[src/rtl/button_debouncer.sv]
// Button conditioner: 2-FF sync, tick-sampled debounce and registered change pulses per channel.
// Latency 2 clk + STABLE_TICKS ticks; no backpressure. `DEBOUNCE_REPEAT_EN adds hold auto-repeat.
module button_debouncer #(
    parameter int N            = 5,
    parameter int STABLE_TICKS = 20,
    parameter int CNT_W        = 5,
    parameter int REPEAT_DELAY = 500,
    parameter int REPEAT_RATE  = 100
) (
    input  logic         clk,
    input  logic         rst,
    input  logic         tick,
    input  logic [N-1:0] btn_raw,
    output logic [N-1:0] btn_db,
    output logic [N-1:0] btn_chg,
    output logic [N-1:0] btn_rep
);

    if (STABLE_TICKS < 1 || (STABLE_TICKS - 1) >= (2 ** CNT_W) ||
        REPEAT_DELAY < 1 || REPEAT_RATE < 1) begin : g_param_err
        $error("button_debouncer: illegal parameter combination");
    end

    logic [N-1:0]     sync1;
    logic [N-1:0]     s;
    logic [CNT_W-1:0] cnt [N];
    logic [N-1:0]     accept;
    logic [N-1:0]     db_next;

    always_ff @(posedge clk or posedge rst) begin
        if (rst) begin
            sync1 <= '0;
            s     <= '0;
        end else begin
            sync1 <= btn_raw;
            s     <= sync1;
        end
    end

    // A channel accepts once its counter has seen STABLE_TICKS-1 differing ticks and a further one arrives.
    always_comb begin
        accept  = '0;
        db_next = btn_db;
        for (int i = 0; i < N; i++) begin
            if (tick && (s[i] != btn_db[i]) && (cnt[i] == CNT_W'(STABLE_TICKS - 1))) begin
                accept[i]  = 1'b1;
                db_next[i] = s[i];
            end
        end
    end

    always_ff @(posedge clk or posedge rst) begin
        if (rst) begin
            btn_db  <= '0;
            btn_chg <= '0;
            for (int i = 0; i < N; i++) cnt[i] <= '0;
        end else begin
            btn_db  <= db_next;
            btn_chg <= accept;
            for (int i = 0; i < N; i++) begin
                if (tick) begin
                    if (s[i] == btn_db[i] || accept[i])
                        cnt[i] <= '0;
                    else
                        cnt[i] <= cnt[i] + CNT_W'(1);
                end
            end
        end
    end

`ifdef DEBOUNCE_REPEAT_EN
    localparam int HOLD_W = $clog2(REPEAT_DELAY + REPEAT_RATE + 1);

    logic [HOLD_W-1:0] hold [N];

    // Cleared while low, on the rising cycle and on the falling cycle, so release never repeats.
    // After the first repeat the counter folds back to REPEAT_DELAY and stays bounded.
    always_ff @(posedge clk or posedge rst) begin
        if (rst) begin
            btn_rep <= '0;
            for (int i = 0; i < N; i++) hold[i] <= '0;
        end else begin
            btn_rep <= '0;
            for (int i = 0; i < N; i++) begin
                if (!btn_db[i] || !db_next[i]) begin
                    hold[i] <= '0;
                end else if (tick) begin
                    if (hold[i] == HOLD_W'(REPEAT_DELAY + REPEAT_RATE - 1)) begin
                        btn_rep[i] <= 1'b1;
                        hold[i]    <= HOLD_W'(REPEAT_DELAY);
                    end else begin
                        hold[i] <= hold[i] + HOLD_W'(1);
                        if (hold[i] == HOLD_W'(REPEAT_DELAY - 1))
                            btn_rep[i] <= 1'b1;
                    end
                end
            end
        end
    end
`else
    assign btn_rep = '0;
`endif

endmodule

[config.mk]
export PLATFORM = sky130hd
export DESIGN_NAME = button_debouncer
export DESIGN_NICKNAME = d
export VERILOG_FILES = /design/src/rtl/button_debouncer.sv
export SDC_FILE = /design/constraint.sdc
export NUM_CORES = 1
export LEC_CHECK = 0
export BUFFER_PORTS_ARGS = -buffer_cell sky130_fd_sc_hd__buf_4
export CORE_ASPECT_RATIO = 1.2
export CORE_UTILIZATION = 40
export DETAILED_ROUTE_END_ITERATION = 12
export SKIP_CTS_REPAIR_TIMING = 1
export SLEW_MARGIN = 10
export SYNTH_ARGS = -nofsm -noshare
export SYNTH_HDL_FRONTEND = slang
export SYNTH_SLANG_ARGS = --single-unit
export TNS_END_PERCENT = 30
[constraint.sdc]
create_clock -name clk -period 3.2 [get_ports clk]
set_clock_uncertainty 0.2 [all_clocks]
set_input_delay 0.16 -clock clk [delete_from_list [all_inputs] [get_ports clk]]
set_output_delay 0.16 -clock clk [all_outputs]
set_load 0.005 [all_outputs]
* After elaboration in Yosys (flattened, before gate mapping)
Index checks and enable logic that the tools add are counted.
** Storage, ports and cells
- Register bits :: 45
- Memory bits (writable) :: 0
- Word-level logic and storage cells :: 58
- Input port bits :: 8
- Memories :: 0
- Bits in latches :: 0
- ROM bits :: 0
** Cells by class
- Multipliers :: 0
- Bitwise logic cells :: 0
- Reductions and logical operators :: 15
- Shifts and indexed selects :: 0
- Div/mod/pow operators :: 0
- Eq/ne operators :: 15
- Multiplexer cells :: 10
- Add/sub/neg operators :: 5
- $lt $le $gt $ge :: 0
** Operators with widths (number)
- 5-bit by 1-bit adder with 5-bit output (second input constant) :: 5
- 5-bit == test (second input constant) :: 5
- 5-bit two-way mux :: 5
- 1-bit logical AND :: 10
- 1-bit == test :: 5
- 1-bit logical OR :: 5
- 1-bit two-way mux :: 5
- 1-bit inequality test :: 5

* Depth between registers and ports, before layout
- Depth after elaboration :: 6
- Gate-level depth with buffers :: 4
- Gate-level depth less buffers :: 4

* Least setup slack after synthesis
OpenSTA, ideal clock, no wires.
- Path kind :: reg-to-reg
- Start point :: reg cnt[23] (netlist name)
- End point :: reg btn_db[0]
- Slack :: 1.700 ns
- Setup time :: 0.128 ns
- Data required time :: 2.872 ns
- Stages on the path, launching flop included :: 4
- Arrival :: 1.172 ns
- Period minus slack after synthesis :: 1.500 ns
- Path through :: dfrtp_1 -> or2b_2 -> nor3_2 -> mux2_1
** On the way
- Cells in the longest elaborated chain, start to end :: 2
** Ends and longest elaborated chain
- from (decl) :: RTL line 26 : logic [CNT_W-1:0] cnt [N];
- from (signal, indexed assignment) :: RTL line 65 : cnt[i] <= cnt[i] + CNT_W'(1);
- 5-bit == test :: RTL line 45 : if (tick && (s[i] != btn_db[i]) && (cnt[i] == CNT_W'(STABLE_TICKS - 1))) begin
- 1-bit logical AND :: RTL line 45
- to (signal assigned) :: RTL line 58 : btn_db <= db_next;
- to (decl) :: RTL line 14 : output logic [N-1:0] btn_db,
No other way between the ends.
A chain may end at the register's enable or synchronous reset.

* Worst setup path after layout
- Start point :: reg cnt[5] (netlist name)
- End point :: reg cnt[8] (netlist name)
** On the way
- Cells in the longest elaborated chain, start to end :: 5
- Elaborated cells on any way between the ends :: 6
- Classes of those cells :: 1 x add/sub; 1 x eq/ne; 2 x mux; 2 x reduce/logical
** Ends and longest elaborated chain
- branches (longest 4 deep; another with 5-bit by 1-bit adder with 5-bit output)
- 5-bit two-way mux * :: RTL line 62 : if (s[i] == btn_db[i] || accept[i])
Mark *: on every way between the ends.

==> flow_metrics.tcl <==
set metrics [dict create \
    critPathLaunch "cnt[5]" \
    regToRegEndpoint "cnt[8]" \
    yosys.cell_types.count 35 \
    hold-worst-slack_ns 0.1381 \
    die_area_um2 5875 \
    fmax_mhz 616.3 \
    cts_tree "built" \
    yosysTopAreaCell "dfrtp_1" \
    firstDrtPassIters 6 \
    worst_pin_slew_ns 0.9034 \
    worstSkewPairLatency_ns 0.29 \
    crit_path_end "cnt[8]" \
    netlist_area_um2 2228 \
    drt-vias-per-instance 5.198 \
    yosysWarnings 0 \
    hold_violations 0 \
    rsz0062_at_grt "no" \
    initial_core_util 0.4178 \
    worst_slack_ns 1.578 \
    status "finished, final reports clean" \
    nets 238 \
    pin_count 23 \
    drc_errors 0 \
    pre_cts_slack_ns 1.569 \
    cts.sinks 45 \
    drt_iter0_drc 95 \
    post-route-period-util 0.5070 \
    die_h_um 83.76 \
    synth_ff_type "dfrtp_1" \
    vias 1497 \
    synth.avg_cell_area_um2 10.92 \
    crit_path_end_kind "register" \
    grt_pass1_wl_um 6127 \
    rows 29 \
    finalSetupTns_ns 0 \
    path_max_fanout 4 \
    portBuffers 17 \
    wirelength_um 3468 \
    cellLeakagePower_nw 1.095 \
    clockBufferDepth 2 \
    grtUsageTotal 0.1291 \
    worst-r2r-setup-slack_ns 1.58 \
    hold_class "primary input to register" \
    grt_max_degree 51 \
    start_kind "register" \
    timing.rr.start "cnt[5]" \
    p_per_area_nw_per_um2 657.7 \
    clk_pin_slew_ns 0.07 \
    n_antenna_cell 0 \
    yosysTopAreaCellShare 0.5053 \
    antenna_left 0 \
    finalWeightedCongestion 0.7232 \
    wire_per_inst_um 12.04 \
    dp_hpwl_um 2260 \
    fin_crit_ns 1.623 \
    drv_cap 0 \
    synth-edff-count 0 \
    slew_headroom 0.3968 \
    drive_gt1_frac 0.1593 \
    synth-seq-cells 45 \
    synthCells 204 \
    ir_drop_uv 403.1 \
    synth_area_leaders "dfrtp_1 51%, o21ai_0 3.6%, nand2b_1 3.4%" \
    cts_made_buffers 5 \
    rr_worst_depth 4 \
    place_inst 274 \
    setup_viol 0 \
    area_growth_pct 12.58 \
    synthArstFlopShare 1.000 \
    arrival_ns 1.58 \
    yosysSeqAreaShare 0.5053 \
    die-width_um 70.14 \
    grt-ovfl-total 0 \
    cts_root_buffer "clkbuf_8" \
    crit_type "register to register" \
    core-area_um2 5334 \
    maxSlewViolCount 0 \
    grt_pass1_vias 1392 \
    worstPathRequired_ns 3.16 \
    final_cells 288 \
    antenna_found_initial 0 \
    htree_levels 2 \
]
[cell usage in the layout (no fill, tap or decap), drive strengths merged, types with 6 or more instances in the layout]
cell type    count
dfrtp           45
nor2             6
inv             17
clkbuf           8
dlygate4sd3      6
nor2b            9
o21ai           17
nand2b          12
o22ai           10
buf             17
nand2            8
[cells by family (layout without fill, tap and decap cells)]
kind of cell               after synthesis  after routing  share of synthesized area
and+or+nand+nor                         57             57                     0.1578
AOI/OAI and AO/OA                       46             46                     0.1555
DFF                                     45             45                     0.5053
buffers and inverters                   30             48                    0.06457
xor gates and xnor gates                10             10                    0.03930
muxes                                   10             10                    0.04773
adders and majority gates                5              5                    0.02807
other                                    1              5                   0.001683
[cell usage after synthesis, types with 6 or more instances]
cell and n:
o22ai_1 10, inv_1 17, buf_4 7, o21ai_0 16, nor2_1 6, dfrtp_1 45
nand2b_1 12, nor2b_1 9
[worst max-delay path, cell delays in order (launching register included)]
cell and delay (ns):
dfrtp_1 0.39, ha_1 0.24, nand3b_1 0.16, o21ai_1 0.36, o22ai_1 0.14
[power breakdown]
group | total [W] | internal, W | switching (W)
clock | 0.000330 | 0.000155 | 0.000175
combinational | 0.000480 | 0.000235 | 0.000244
sequential | 0.000840 | 0.000699 | 0.000141
[sequential cells by signal (all words and copies together), names as in the netlist]
name,flops
cnt,25
btn_chg,5
btn_db,5
s,5
sync1,5
[worst min path at each step]
stage | start | to | slack (ns) | cells past startpoint
floorplan | btn_raw[0] | sync1[0] | -0.009 | 0
global placement | btn_raw[4] | sync1[4] | 0.07 | 1
detailed placement | btn_raw[3] | sync1[3] | 0.07 | 1
CTS | btn_raw[1] | sync1[1] | -0.24 | 1
global route | tick | cnt[6] | 0.15 | 3
finish | tick | cnt[1] | 0.14 | 3
[stage by stage]
step,instance area (µm²),util,total power (W)
after floorplan,2243,-,0.001203
after global placement,2369,0.4441,0.001320
after detailed placement,2369,0.4441,0.001329
after CTS,2449,0.4591,0.001668
after global routing,2509,0.4703,0.001784
final,2509,0.4703,0.001650
[cell type report]
type / instances / area, µm²
tap: 62 / 77.57
timing repair buffer: 23 / 187.7
inverter: 17 / 63.81
sequential: 45 / 1126
clock buffer: 8 / 80.08
multi-input combinational: 133 / 973.4
fill: 506 / 2825
[routing by layer]
layer | share of wire | wire [µm] | GRT usage
met2 | 0.48 | 1673 | 0.1941
met1 | 0.47 | 1647 | 0.1744
met4 | 0.017 | 58 | 0.06545
met3 | 0.025 | 88 | 0.02899
met5 | 0 | 0 | 0
Note: power is estimated with default switching activity, not from simulation.
